## config.mk

```make
export PLATFORM = sky130hd
export DESIGN_NAME = otp_digit_entry
export DESIGN_NICKNAME = d
export VERILOG_FILES = /design/src/rtl/otp_pkg.sv /design/src/rtl/otp_digit_entry_button_conditioner.sv /design/src/rtl/otp_digit_entry.sv
export SDC_FILE = /design/constraint.sdc
export NUM_CORES = 1
export LEC_CHECK = 0
export BUFFER_PORTS_ARGS = -buffer_cell sky130_fd_sc_hd__clkbuf_2
export CAP_MARGIN = 20
export CORE_MARGIN = 4
export CORE_UTILIZATION = 45
export CTS_BUF_LIST = sky130_fd_sc_hd__clkbuf_8
export DETAILED_ROUTE_END_ITERATION = 6
export GPL_TIMING_DRIVEN = 0
export MAX_ROUTING_LAYER = met4
export PLACE_DENSITY = 0.64
export SYNTH_ARGS = -nofsm -noshare
export SYNTH_HDL_FRONTEND = slang
export SYNTH_SLANG_ARGS = --single-unit
```

## constraint.sdc

```tcl
create_clock -name clk -period 2.2 [get_ports clk]
set_clock_uncertainty 0.2 [all_clocks]
set_input_delay 0 -clock clk [delete_from_list [all_inputs] [get_ports clk]]
set_output_delay 0 -clock clk [all_outputs]
set_load 0.005 [all_outputs]
```

## src/rtl/otp_pkg.sv

```systemverilog
// Shared widths, limits and digit helpers for the OTP entry front end.
package otp_pkg;

    localparam int unsigned DIGIT_W    = 4;
    localparam int unsigned NUM_DIGITS = 4;
    localparam int unsigned POS_W      = 2;
    localparam logic [DIGIT_W-1:0] DIGIT_MAX = 4'd9;

    // System clock rate; timing defaults are derived from it.
    localparam int unsigned CLK_HZ = 100_000_000;

    typedef logic [DIGIT_W-1:0] digit_t;

    // Modulo-10 increment: 9 wraps to 0.
    function automatic digit_t digit_inc(input digit_t d);
        return (d >= DIGIT_MAX) ? '0 : d + DIGIT_W'(1);
    endfunction

    // Modulo-10 decrement: 0 wraps to 9.
    function automatic digit_t digit_dec(input digit_t d);
        return (d == '0) ? DIGIT_MAX : d - DIGIT_W'(1);
    endfunction

endpackage

```

## src/rtl/otp_digit_entry_button_conditioner.sv

```systemverilog
// One push-button path: 2-flop synchronizer, debouncer, press-edge pulse
// and optional hold-to-repeat. press_o carries both press and repeat steps.
module button_conditioner #(
    parameter int unsigned DEBOUNCE_CYCLES = 4,
    parameter int unsigned REPEAT_DELAY    = 20,
    parameter int unsigned REPEAT_PERIOD   = 8,
    parameter bit          REPEAT_EN       = 1'b0
) (
    input  logic clk,
    input  logic reset,
    input  logic clear_i,
    input  logic btn_i,
    output logic press_o,
    output logic db_o
);

    localparam int unsigned DB_W    = $clog2(DEBOUNCE_CYCLES + 1);
    localparam int unsigned RPT_MAX = (REPEAT_DELAY > REPEAT_PERIOD) ? REPEAT_DELAY : REPEAT_PERIOD;
    localparam int unsigned RPT_W   = $clog2(RPT_MAX + 1);
    localparam logic [DB_W-1:0]  DB_LAST     = DB_W'(DEBOUNCE_CYCLES - 1);
    localparam logic [RPT_W-1:0] DELAY_LAST  = RPT_W'(REPEAT_DELAY - 1);
    localparam logic [RPT_W-1:0] PERIOD_LAST = RPT_W'(REPEAT_PERIOD - 1);

    logic             sync1_q, sync2_q;
    logic             db_q, db_d;
    logic             db_prev_q;
    logic [DB_W-1:0]  db_cnt_q, db_cnt_d;
    logic             press_q, press_d;
    logic             armed_q, armed_d;
    logic             rpting_q, rpting_d;
    logic [RPT_W-1:0] rpt_cnt_q, rpt_cnt_d;
    logic             rise;
    logic             rpt_fire;

    // Debounce, edge detect and repeat scheduling.
    always_comb begin
        db_d      = db_q;
        db_cnt_d  = '0;
        armed_d   = armed_q;
        rpting_d  = rpting_q;
        rpt_cnt_d = rpt_cnt_q;
        rpt_fire  = 1'b0;

        // Accept a level change only after DEBOUNCE_CYCLES consecutive mismatches.
        if (sync2_q != db_q) begin
            if (db_cnt_q == DB_LAST) begin
                db_d = ~db_q;
            end else begin
                db_cnt_d = db_cnt_q + DB_W'(1);
            end
        end

        rise = db_q & ~db_prev_q;

        // clear disarms a held button so only a fresh press can fire again.
        if (clear_i || !db_q) begin
            armed_d   = 1'b0;
            rpting_d  = 1'b0;
            rpt_cnt_d = '0;
        end else if (rise) begin
            armed_d   = REPEAT_EN;
            rpting_d  = 1'b0;
            rpt_cnt_d = '0;
        end else if (armed_q) begin
            if (rpt_cnt_q == (rpting_q ? PERIOD_LAST : DELAY_LAST)) begin
                rpt_fire  = 1'b1;
                rpting_d  = 1'b1;
                rpt_cnt_d = '0;
            end else begin
                rpt_cnt_d = rpt_cnt_q + RPT_W'(1);
            end
        end

        press_d = ~clear_i & (rise | rpt_fire);
    end

    // State registers; synchronizer, debounce, edge and repeat all clear on reset.
    always_ff @(posedge clk) begin
        if (reset) begin
            sync1_q   <= 1'b0;
            sync2_q   <= 1'b0;
            db_q      <= 1'b0;
            db_prev_q <= 1'b0;
            db_cnt_q  <= '0;
            press_q   <= 1'b0;
            armed_q   <= 1'b0;
            rpting_q  <= 1'b0;
            rpt_cnt_q <= '0;
        end else begin
            sync1_q   <= btn_i;
            sync2_q   <= sync1_q;
            db_q      <= db_d;
            db_prev_q <= db_q;
            db_cnt_q  <= db_cnt_d;
            press_q   <= press_d;
            armed_q   <= armed_d;
            rpting_q  <= rpting_d;
            rpt_cnt_q <= rpt_cnt_d;
        end
    end

    assign press_o = press_q;
    assign db_o    = db_q;

endmodule

```

## src/rtl/otp_digit_entry.sv

```systemverilog
// Button-driven BCD digit entry feeding the OTP authentication FSM.
module otp_digit_entry
    import otp_pkg::*;
#(
    parameter int unsigned DEBOUNCE_CYCLES = CLK_HZ / 50,
    parameter int unsigned REPEAT_DELAY    = CLK_HZ / 2,
    parameter int unsigned REPEAT_PERIOD   = CLK_HZ / 5
) (
    input  logic               clk,
    input  logic               reset,
    input  logic               btn_inc,
    input  logic               btn_dec,
    input  logic               btn_enter,
    input  logic               clear,
    output logic [DIGIT_W-1:0] user_digit,
    output logic               user_latch,
    output logic [DIGIT_W-1:0] cur_digit,
    output logic [POS_W-1:0]   digit_pos
);

    logic inc_p, dec_p, enter_p;
    logic inc_db, dec_db, enter_db;
    logic unused_db;

    digit_t           cur_q, cur_d;
    digit_t           user_digit_q, user_digit_d;
    logic             user_latch_q, user_latch_d;
    logic [POS_W-1:0] pos_q, pos_d;

    button_conditioner #(
        .DEBOUNCE_CYCLES(DEBOUNCE_CYCLES), .REPEAT_DELAY(REPEAT_DELAY),
        .REPEAT_PERIOD(REPEAT_PERIOD), .REPEAT_EN(1'b1)
    ) u_inc (
        .clk(clk), .reset(reset), .clear_i(clear), .btn_i(btn_inc),
        .press_o(inc_p), .db_o(inc_db)
    );

    button_conditioner #(
        .DEBOUNCE_CYCLES(DEBOUNCE_CYCLES), .REPEAT_DELAY(REPEAT_DELAY),
        .REPEAT_PERIOD(REPEAT_PERIOD), .REPEAT_EN(1'b1)
    ) u_dec (
        .clk(clk), .reset(reset), .clear_i(clear), .btn_i(btn_dec),
        .press_o(dec_p), .db_o(dec_db)
    );

    button_conditioner #(
        .DEBOUNCE_CYCLES(DEBOUNCE_CYCLES), .REPEAT_DELAY(REPEAT_DELAY),
        .REPEAT_PERIOD(REPEAT_PERIOD), .REPEAT_EN(1'b0)
    ) u_enter (
        .clk(clk), .reset(reset), .clear_i(clear), .btn_i(btn_enter),
        .press_o(enter_p), .db_o(enter_db)
    );

    // The datapath acts on press pulses only; debounced levels are not needed here.
    assign unused_db = inc_db ^ dec_db ^ enter_db;

    // Event priority: clear, then enter, then a lone inc or dec step.
    always_comb begin
        cur_d        = cur_q;
        pos_d        = pos_q;
        user_digit_d = user_digit_q;
        user_latch_d = 1'b0;
        if (clear) begin
            cur_d = '0;
            pos_d = '0;
        end else if (enter_p) begin
            user_digit_d = cur_q;
            user_latch_d = 1'b1;
            cur_d        = '0;
            pos_d        = pos_q + POS_W'(1);
        end else if (inc_p && !dec_p) begin
            cur_d = digit_inc(cur_q);
        end else if (dec_p && !inc_p) begin
            cur_d = digit_dec(cur_q);
        end
    end

    // Digit, position and latch registers.
    always_ff @(posedge clk) begin
        if (reset) begin
            cur_q        <= '0;
            pos_q        <= '0;
            user_digit_q <= '0;
            user_latch_q <= 1'b0;
        end else begin
            cur_q        <= cur_d;
            pos_q        <= pos_d;
            user_digit_q <= user_digit_d;
            user_latch_q <= user_latch_d;
        end
    end

    assign cur_digit  = cur_q;
    assign digit_pos  = pos_q;
    assign user_digit = user_digit_q;
    assign user_latch = user_latch_q;

endmodule
```

---- Word-level counts from Yosys, hierarchy flattened ----
Index checks and enable logic that the tools add are counted.
word-level totals
  flip-flop bits (word level) ............. 145
  bits of input ports ..................... 6
  output and inout port bits .............. 11
cells by class
  $add $sub $neg .......................... 8
  magnitude comparators ................... 1
  equal/unequal tests ..................... 8
  multiplexer cells ....................... 17
  bitwise logic cells ..................... 18
  reduce and logical (&&, ||, !) cells .... 25
operators by type and width
  cell                   number
  $mux 26                4
  $add 21x1->21 const B  3
  $eq 21x21->1 const B   3
  $add 26x1->26 const B  2
  $eq 26x26->1           2
  $reduce_or 3->1        6
  $mux 4                 4
  $reduce_and 2->1       6
  $not 1->1              10
  $mux 1                 9
  $and 1x1->1            6
  $reduce_or 2->1        3
  $add 4x1->4 const B    1
  $ge 4x4->1 const B     1
  $logic_not 1->1        4
  $logic_not 4->1        1
  $sub 4x1->4 const B    1
  $ne 1x1->1             3
  $add 2x1->2 const B    1
  $logic_and 1x1->1      2
  $logic_or 1x1->1       2
  $or 1x1->1             2
  $reduce_bool 2->1      1

---- Logic depth before layout (Yosys ltp) ----
Gate-level depths: netlist (run 1).
  word-level depth ........................ 8
  gate-level depth with buffers ........... 8
  depth with buffers taken out ............ 7

---- Cells and area by module ----
Synthesis (run 1) repeated with hierarchy kept, for this count alone.
second synthesis, totals
  cells, all modules ...................... 757
  area, all modules ....................... 6,716.4 µm²
modules (own cells, without submodules)
  module                          times used  cells each  area an instance (µm²)  sequential area each (µm²)
  button_conditioner (u_dec ...)  2           279         2,442.3                 1,081.0
  button_conditioner (u_enter)    1           126         1,159.9                 520.5
  otp_digit_entry                 1           73          671.9                   220.2

---- Worst setup path after synthesis (run 1) ----
OpenSTA, ideal clock, no wires.
  path kind ............................... reg-to-reg
  from .................................... register u_inc.rpt_cnt_q[8]
  to ...................................... register u_inc.rpt_cnt_q[13]
  arrival time ............................ 1.711 ns
  required time ........................... 1.885 ns
  setup slack ............................. 0.175 ns
  cell stages (with the launch flop) ...... 8
  buffers on the path ..................... 2
  path through ............................ dfxtp_1 or4b_2 nor4_4 o2111ai_1 nand2b_1 buf_6 buf_12 nor2_1
between the ends
  cells in the longest elaborated chain, start to end .. 2
  elaborated cells on any way between the ends .. 3
ends and longest elaborated chain
  what                                                  RTL line                                                                            text
  from (decl)                                           otp_digit_entry_button_conditioner.sv:31                                            logic [RPT_W-1:0] rpt_cnt_q, rpt_cnt_d;
  from (signal assigned)                                otp_digit_entry_button_conditioner.sv:98                                            rpt_cnt_q <= rpt_cnt_d;
  $add 26x1->26 / $eq 26x26->1 (equally long branches)  otp_digit_entry_button_conditioner.sv:70, otp_digit_entry_button_conditioner.sv:65
  $mux 26 *                                             otp_digit_entry_button_conditioner.sv:65                                            if (rpt_cnt_q == (rpting_q ? PERIOD_LAST : DELAY_LAST)) begin
Mark *: on every way between the ends. The rest lies on a longest branch, timed or not.
A chain may end at the register's enable or synchronous reset.

---- Final worst setup path (run 1) ----
  from .................................... register u_inc.rpt_cnt_q[8]
  to ...................................... register u_inc.rpt_cnt_q[6]
between the ends
  cells in the longest elaborated chain, start to end .. 2
ends and longest elaborated chain
  what          RTL line
  $eq 26x26->1  otp_digit_entry_button_conditioner.sv:65
  $mux 26       otp_digit_entry_button_conditioner.sv:65
Every way passes these cells.

==> impl_metrics.toml, run 1 <==
[outcome]
status = "finished, final reports clean"

[critical_path]
slowest_delay_ns = 0.56
crit_path_end_kind = "flip-flop"
crit_slowest_cell = "or4b_4"
worstSetupPathType = "reg2reg"
critPathLaunchType = "flip-flop"
cp_num_buf_inv = 2
ff2ff_path_depth = 7
critPathArrivalTime_ns = 2.29
path_cells = "or4b_4 > nor4_4 > o2111ai_2 > nand2b_1 > buf_6 > clkbuf_16 > nor2_1"
path_depth = 7
worstPathMaxFanout = 5
required_ns = 2.35
cpLargestDelayFamily = "simple AND/OR/NAND/NOR gates"

[synthesis]
syn_area_um2 = 6440
syn_nets = 752
async_flop_share_pct = 0
ys_types = 45
synth_top_cell_by_area = "dfxtp_1"
synthTopCellsByArea = "dfxtp_1 (45%), xor2_1 (9.0%), nor2_1 (8.7%)"
yosysWarnings = 0
synth.top_cell.area_share_pct = 45.1
synth_enable_flop_cells = 0
synthCells = 737
syn-mean-instance-area_um2 = 8.74
synth_seq_cells = 145
ys_seq_area_share_pct = 45.1
ys.flop_type = "dfxtp_1"

[clocking]
cts_sinks = 145
worst_skew_pair.late_latency_ns = 0.45
htreeDepth = 4
cts_tree = "built"
clockBufferDepth = 2
cts_buffers = 17
root_buffer = "clkbuf_8"
path_clk_slew_ns = 0.08

[power]
vdd_drop_max_mv = 0.425
power_density_nw_per_um2 = 624
p_leak_nw = 2.40

[cells_and_area]
drive_gt1_share_pct = 14.3
fillers = 1281
finalInstanceArea_um2 = 7520
multi_input_area_um2 = 3520
antenna_cells = 0
area_growth_pct = 16.7
regArea_um2 = 2920
final_util_pct = 54.0
final_nets = 804

[floorplan]
io_pins = 17
die_y_um = 128
start_util_pct = 46.2
fp.dieW_um = 128
num_rows = 43
core_area_um2 = 13900
dieArea_um2 = 16300

[sta]
worst_slew_pin_slew_ns = 0.596
hold_violations = 0
setup_viol = 0
drv_slew = 0
slew_headroom_pct = 60.0
fin_setup_tns_ns = 0
fmaxAchievable_ghz = 0.468
min_period_over_period_pct = 97.2
fin_crit_ns = 2.14
rsz0062_at_grt = "true"
fin_ws_ns = 0.0612
fin_hold_ws_ns = 0.155

[place]
dp_hpwl_mm = 8.75
placed_area_um2 = 6750
portBuffers = 16
gp_congestion = 0.846
dp_slack_ns = -0.212

[flow_run]
cap_violations = 0

[global_route]
track_usage_pct = 16.6
first_global_vias = 4794
grt_pass1_wl_mm = 21.6
antenna_found_initial = 0
grt_max_degree = 17
gr-total-overflow = 0

[route]
ant_nets = 0
wirelength_mm = 12.8
dr.pass1.iters = 5
via_per_inst = 5.22
vias = 5127
drc = 0
initialDrtViolationCount = 253
wl_per_cell_um = 13.1

[min_path]
worstHoldPathType = "in2reg"
hold-path-cell-count = 3
## cell families after synthesis
kind of cell,Yosys count,share of synthesized area (%)
simple gates,387,29.9
fa+ha+maj,9,1.75
compound gates,31,3.17
mux,9,1.40
xor+xnor,112,15.2
buf+inv,44,3.46
flops,145,45.1
## placed cells by master, fill, tap and decap left out, types with 3 or more instances in the layout
cell type,Yosys,final
clkinvlp_4,0,3
clkbuf_1,10,7
and4_1,11,11
nor4_1,16,6
clkinv_2,0,7
nand4_1,32,32
nor4_2,0,6
xor2_1,66,66
buf_6,1,3
buf_2,8,7
mux2i_1,9,9
clkbuf_8,0,17
and3_1,12,12
nor4b_1,10,9
xnor2_1,46,46
inv_1,21,21
clkbuf_2,0,19
dfxtp_1,145,138
nor2_2,0,8
a211oi_1,4,4
or4_1,3,3
nor2b_1,17,16
nor2_1,149,141
buf_4,2,7
dlygate4sd3_1,0,8
nand2_1,51,51
dfxtp_2,0,5
ha_1,9,6
nand2b_1,4,4
or3_1,5,5
nor3_1,17,15
nor4_4,1,5
a21oi_1,13,13
nand3_1,50,49
## through the flow
stage / total power (W) / cells
6_report: 0.00469 / 982
5_1_grt: 0.00489 / 982
4_1_cts: 0.00475 / 975
3_5_place_dp: 0.00273 / 933
3_3_place_gp: 0.00273 / 933
2_1_floorplan: 0.00272 / 737
## final timing paths
path                                     endpoint  slack, ns                       startpoint
setup reg to reg  u_inc.rpt_cnt_q[6]$_SDFFE_PP0P_       0.06  u_inc.rpt_cnt_q[8]$_SDFFE_PP0P_
hold reg to reg        u_enter.press_o$_SDFF_PP0_       0.20     u_enter.db_prev_q$_SDFF_PP0_
hold / removal         u_enter.press_o$_SDFF_PP0_       0.15                            clear
setup / recovery  u_inc.rpt_cnt_q[6]$_SDFFE_PP0P_       0.06  u_inc.rpt_cnt_q[8]$_SDFFE_PP0P_
## Yosys cell counts (2+ instances only)
library cell  instances
xor2_1               66
buf_2                 8
nor2b_1              17
nand3b_1              2
o32ai_1               2
nor2_1              149
a31o_2                2
inv_1                21
buf_4                 2
nand4b_1              2
o22ai_1               2
dfxtp_1             145
nand4_1              32
and4_1               11
mux2i_1               9
xnor2_1              46
nor4_1               16
nand3_1              50
nor3_1               17
nand2_1              51
or3_1                 5
nand2b_1              4
ha_1                  9
clkbuf_1             10
and3_1               12
a211oi_1              4
buf_12                2
a21oi_1              13
or4_1                 3
nor4b_1              10
## where the power goes
part	total (W)	switching [W]	internal [W]	leakage [nW]
Clock	0.00201	0.00102	0.000995	0.191
Sequential	0.00263	0.00000411	0.00263	1.17
Combinational	0.0000489	0.0000270	0.0000219	1.04
## area by class of cell
cell class                      instances  share of cell area (%)
Inverter                               21                    1.05
Tap cell                              180                    3.00
Multi-Input combinational cell        548                    46.8
Timing Repair Buffer                   33                    3.23
Clock buffer                           17                    3.11
Sequential cell                       145                    38.8
Buffer                                 23                    2.13
Clock inverter                         15                    1.91
## sequential cells by signal, indices dropped and copies added, names as in the netlist, 2 cells and up
name              flops
u_enter.db_cnt_q     21
u_dec.rpt_cnt_q      26
u_dec.db_cnt_q       21
u_inc.rpt_cnt_q      26
user_digit            4
u_inc.db_cnt_q       21
cur_digit             4
digit_pos             2
## worst min-delay path, stage by stage
cell and delay (ns):
dlygate4sd3_1 0.52, clkbuf_2 0.18, nor4b_1 0.07
## per-layer routing
layer | routed length [um] | share of wire (%) | up-vias | global-route usage, %
li1 | - | - | 2612 | -
met1 | 5990 | 47 | 2414 | 19.9
met2 | 6120 | 48 | 79 | 26.0
met3 | 505 | 3.9 | 22 | 5.10
met4 | 221 | 1.7 | 0 | 6.80
met5 | 0 | 0 | - | -
## repair_timing
item                                    4_1_cts  5_1_grt
hold buffers                                  8        0
gates cloned                                  0        2
buffers inserted                              2        5
hold endpoints to repair                     33        0
endpoints found under the setup margin      106      102
pin swaps                                     2        5
gates resized for setup                      16       40
(Power assumes the default switching activity.)
==> run 2: changes to the inputs <==
==> constraint.sdc (replaced) <==
create_clock -name clk -period 2.2 [get_ports clk]
set_clock_uncertainty 0.2 [all_clocks]
set_input_delay 0 -clock clk [delete_from_list [all_inputs] [get_ports clk]]
set_output_delay 0 -clock clk [all_outputs]
set_load 0.05 [all_outputs]
==> impl_metrics.toml, run 2 (same netlist as run 1, synthesis figures left out) <==
[power]
vdd_drop_max_mv = 0.459
p_switching_w = 0.00108
p_int_w = 0.00382
p_leak_nw = 2.39
pwr-share-seq_pct = 53.7
power_frac_comb_pct = 1.0
power_density_nw_per_um2 = 656
pwr-share-clk_pct = 45.3
switching_share_pct = 22.0
power_w = 0.00490

[place]
dp_slack_ns = -0.190
gp_congestion = 0.897
dp_hpwl_mm = 8.72
portBuffers = 16

[sta]
fin_crit_ns = 2.10
setup_viol = 0
min_period_over_period_pct = 95.4
hold_violations = 0
rsz0062_at_grt = "true"
worst_slew_pin_slew_ns = 0.657
fmaxAchievable_ghz = 0.477
slew_headroom_pct = 55.9
fin_ws_ns = 0.102
drv_slew = 0
fin_hold_ws_ns = 0.162

[floorplan]
num_rows = 43
fp.dieW_um = 128
dieArea_um2 = 16300
io_pins = 17
start_util_pct = 46.2
die_y_um = 128
core_area_um2 = 13900

[global_route]
grt_pass1_wl_mm = 21.7
first_global_vias = 4720
antenna_found_initial = 0
gr-total-overflow = 0
track_usage_pct = 16.6
grt_max_degree = 17

[critical_path]
cpLargestDelayFamily = "simple AND/OR/NAND/NOR gates"
crit_slowest_cell = "or4b_4"
cp_num_buf_inv = 2
critPathArrivalTime_ns = 2.23
slowest_delay_ns = 0.57
worstSetupPathType = "reg2reg"
critPathLaunchType = "flip-flop"
worstPathMaxFanout = 10
crit_path_end_kind = "flip-flop"
required_ns = 2.33
path_cells = "or4b_4 > nor4_4 > o2111ai_2 > nand2b_1 > buf_6 > buf_12 > nor2_1"

[cells_and_area]
antenna_cells = 0
drive_gt1_share_pct = 12.6
area_growth_pct = 15.9
final_nets = 797
mostFrequentLayoutCells = "nor2_1 (149), dfxtp_1 (139), xor2_1 (66)"
fillers = 1248
reg_top3 = "u_dec.rpt_cnt_q (26), u_inc.rpt_cnt_q (26)"
final_common_cell = "nor2_1"
final_util_pct = 53.6

[clocking]
cts_buffers = 17
worst_skew_pair.late_latency_ns = 0.45
clockBufferDepth = 2
root_buffer = "clkbuf_8"
cts_sinks = 145
path_clk_slew_ns = 0.08
cts_tree = "built"
htreeDepth = 4

[route]
initialDrtViolationCount = 216
vias = 5066
drc = 0
via_per_inst = 5.20
wirelength_mm = 12.4
wl_per_cell_um = 12.7
dr.pass1.iters = 4
ant_nets = 0

[flow_run]
cap_violations = 0

[outcome]
status = "finished, final reports clean"

[min_path]
worstHoldPathType = "in2reg"
run 2: metal layers:
layer | GRT usage (%) | part of all wire [%] | vias to the layer above
met3 | 5.02 | 3.8 | 14
met2 | 25.6 | 47 | 47
li1 | - | - | 2600
met5 | - | 0 | -
met1 | 20.7 | 48 | 2405
met4 | 5.81 | 1.4 | 0
run 2: timing repair:
item                                    4_1_cts  5_1_grt
endpoints found under the hold margin        33        0
setup buffers                                 2        1
gates resized for setup                      14       28
endpoints found under the setup margin       66      103
pin swaps                                     2        3
hold buffers                                  8        0
run 2: power groups by stage:
stage	Sequential (W)	Combinational, W	Clock, W
after detailed placement	0.00269	0.0000390	0
after global routing	0.00263	0.0000548	0.00242
after CTS	0.00263	0.0000500	0.00229
after floorplan	0.00269	0.0000227	0
final	0.00263	0.0000494	0.00222
after global placement	0.00269	0.0000380	0
run 2: worst paths after layout:
kind                                        start                         endpoint  slack (ns)  depth (start not counted)
setup / recovery  u_inc.rpt_cnt_q[8]$_SDFFE_PP0P_  u_inc.rpt_cnt_q[9]$_SDFFE_PP0P_        0.10                          7
hold / removal                              clear       u_enter.press_o$_SDFF_PP0_        0.16                          3
setup reg to reg  u_inc.rpt_cnt_q[8]$_SDFFE_PP0P_  u_inc.rpt_cnt_q[9]$_SDFFE_PP0P_        0.10                          7
hold reg to reg      u_enter.db_prev_q$_SDFF_PP0_       u_enter.press_o$_SDFF_PP0_        0.20                          1
run 2: layout make-up:
class	instances	area (um^2)	area share [%]
inverter	21	78.8	1.06
tap	180	225	3.02
sequential	145	2910	39.0
timing repair buffer	27	183	2.45
multi-input combinational	548	3490	46.7
clock inverter	14	176	2.36
buffer	22	154	2.06
clock buffer	18	248	3.32
run 2: through the flow:
step           instance area [um^2]  TNS, ns  cells
6_report                       7460        0    975
5_1_grt                        7460  -0.0708    975
4_1_cts                        7340        0    975
3_5_place_dp                   6750    -5.51    933
3_3_place_gp                   6750    -2.87    933
2_1_floorplan                  6440        0    737
run 2: worst min-delay path, stage by stage:
cell,delay [ns]
dlygate4sd3_1,0.52
clkbuf_2,0.18
nor4b_1,0.07
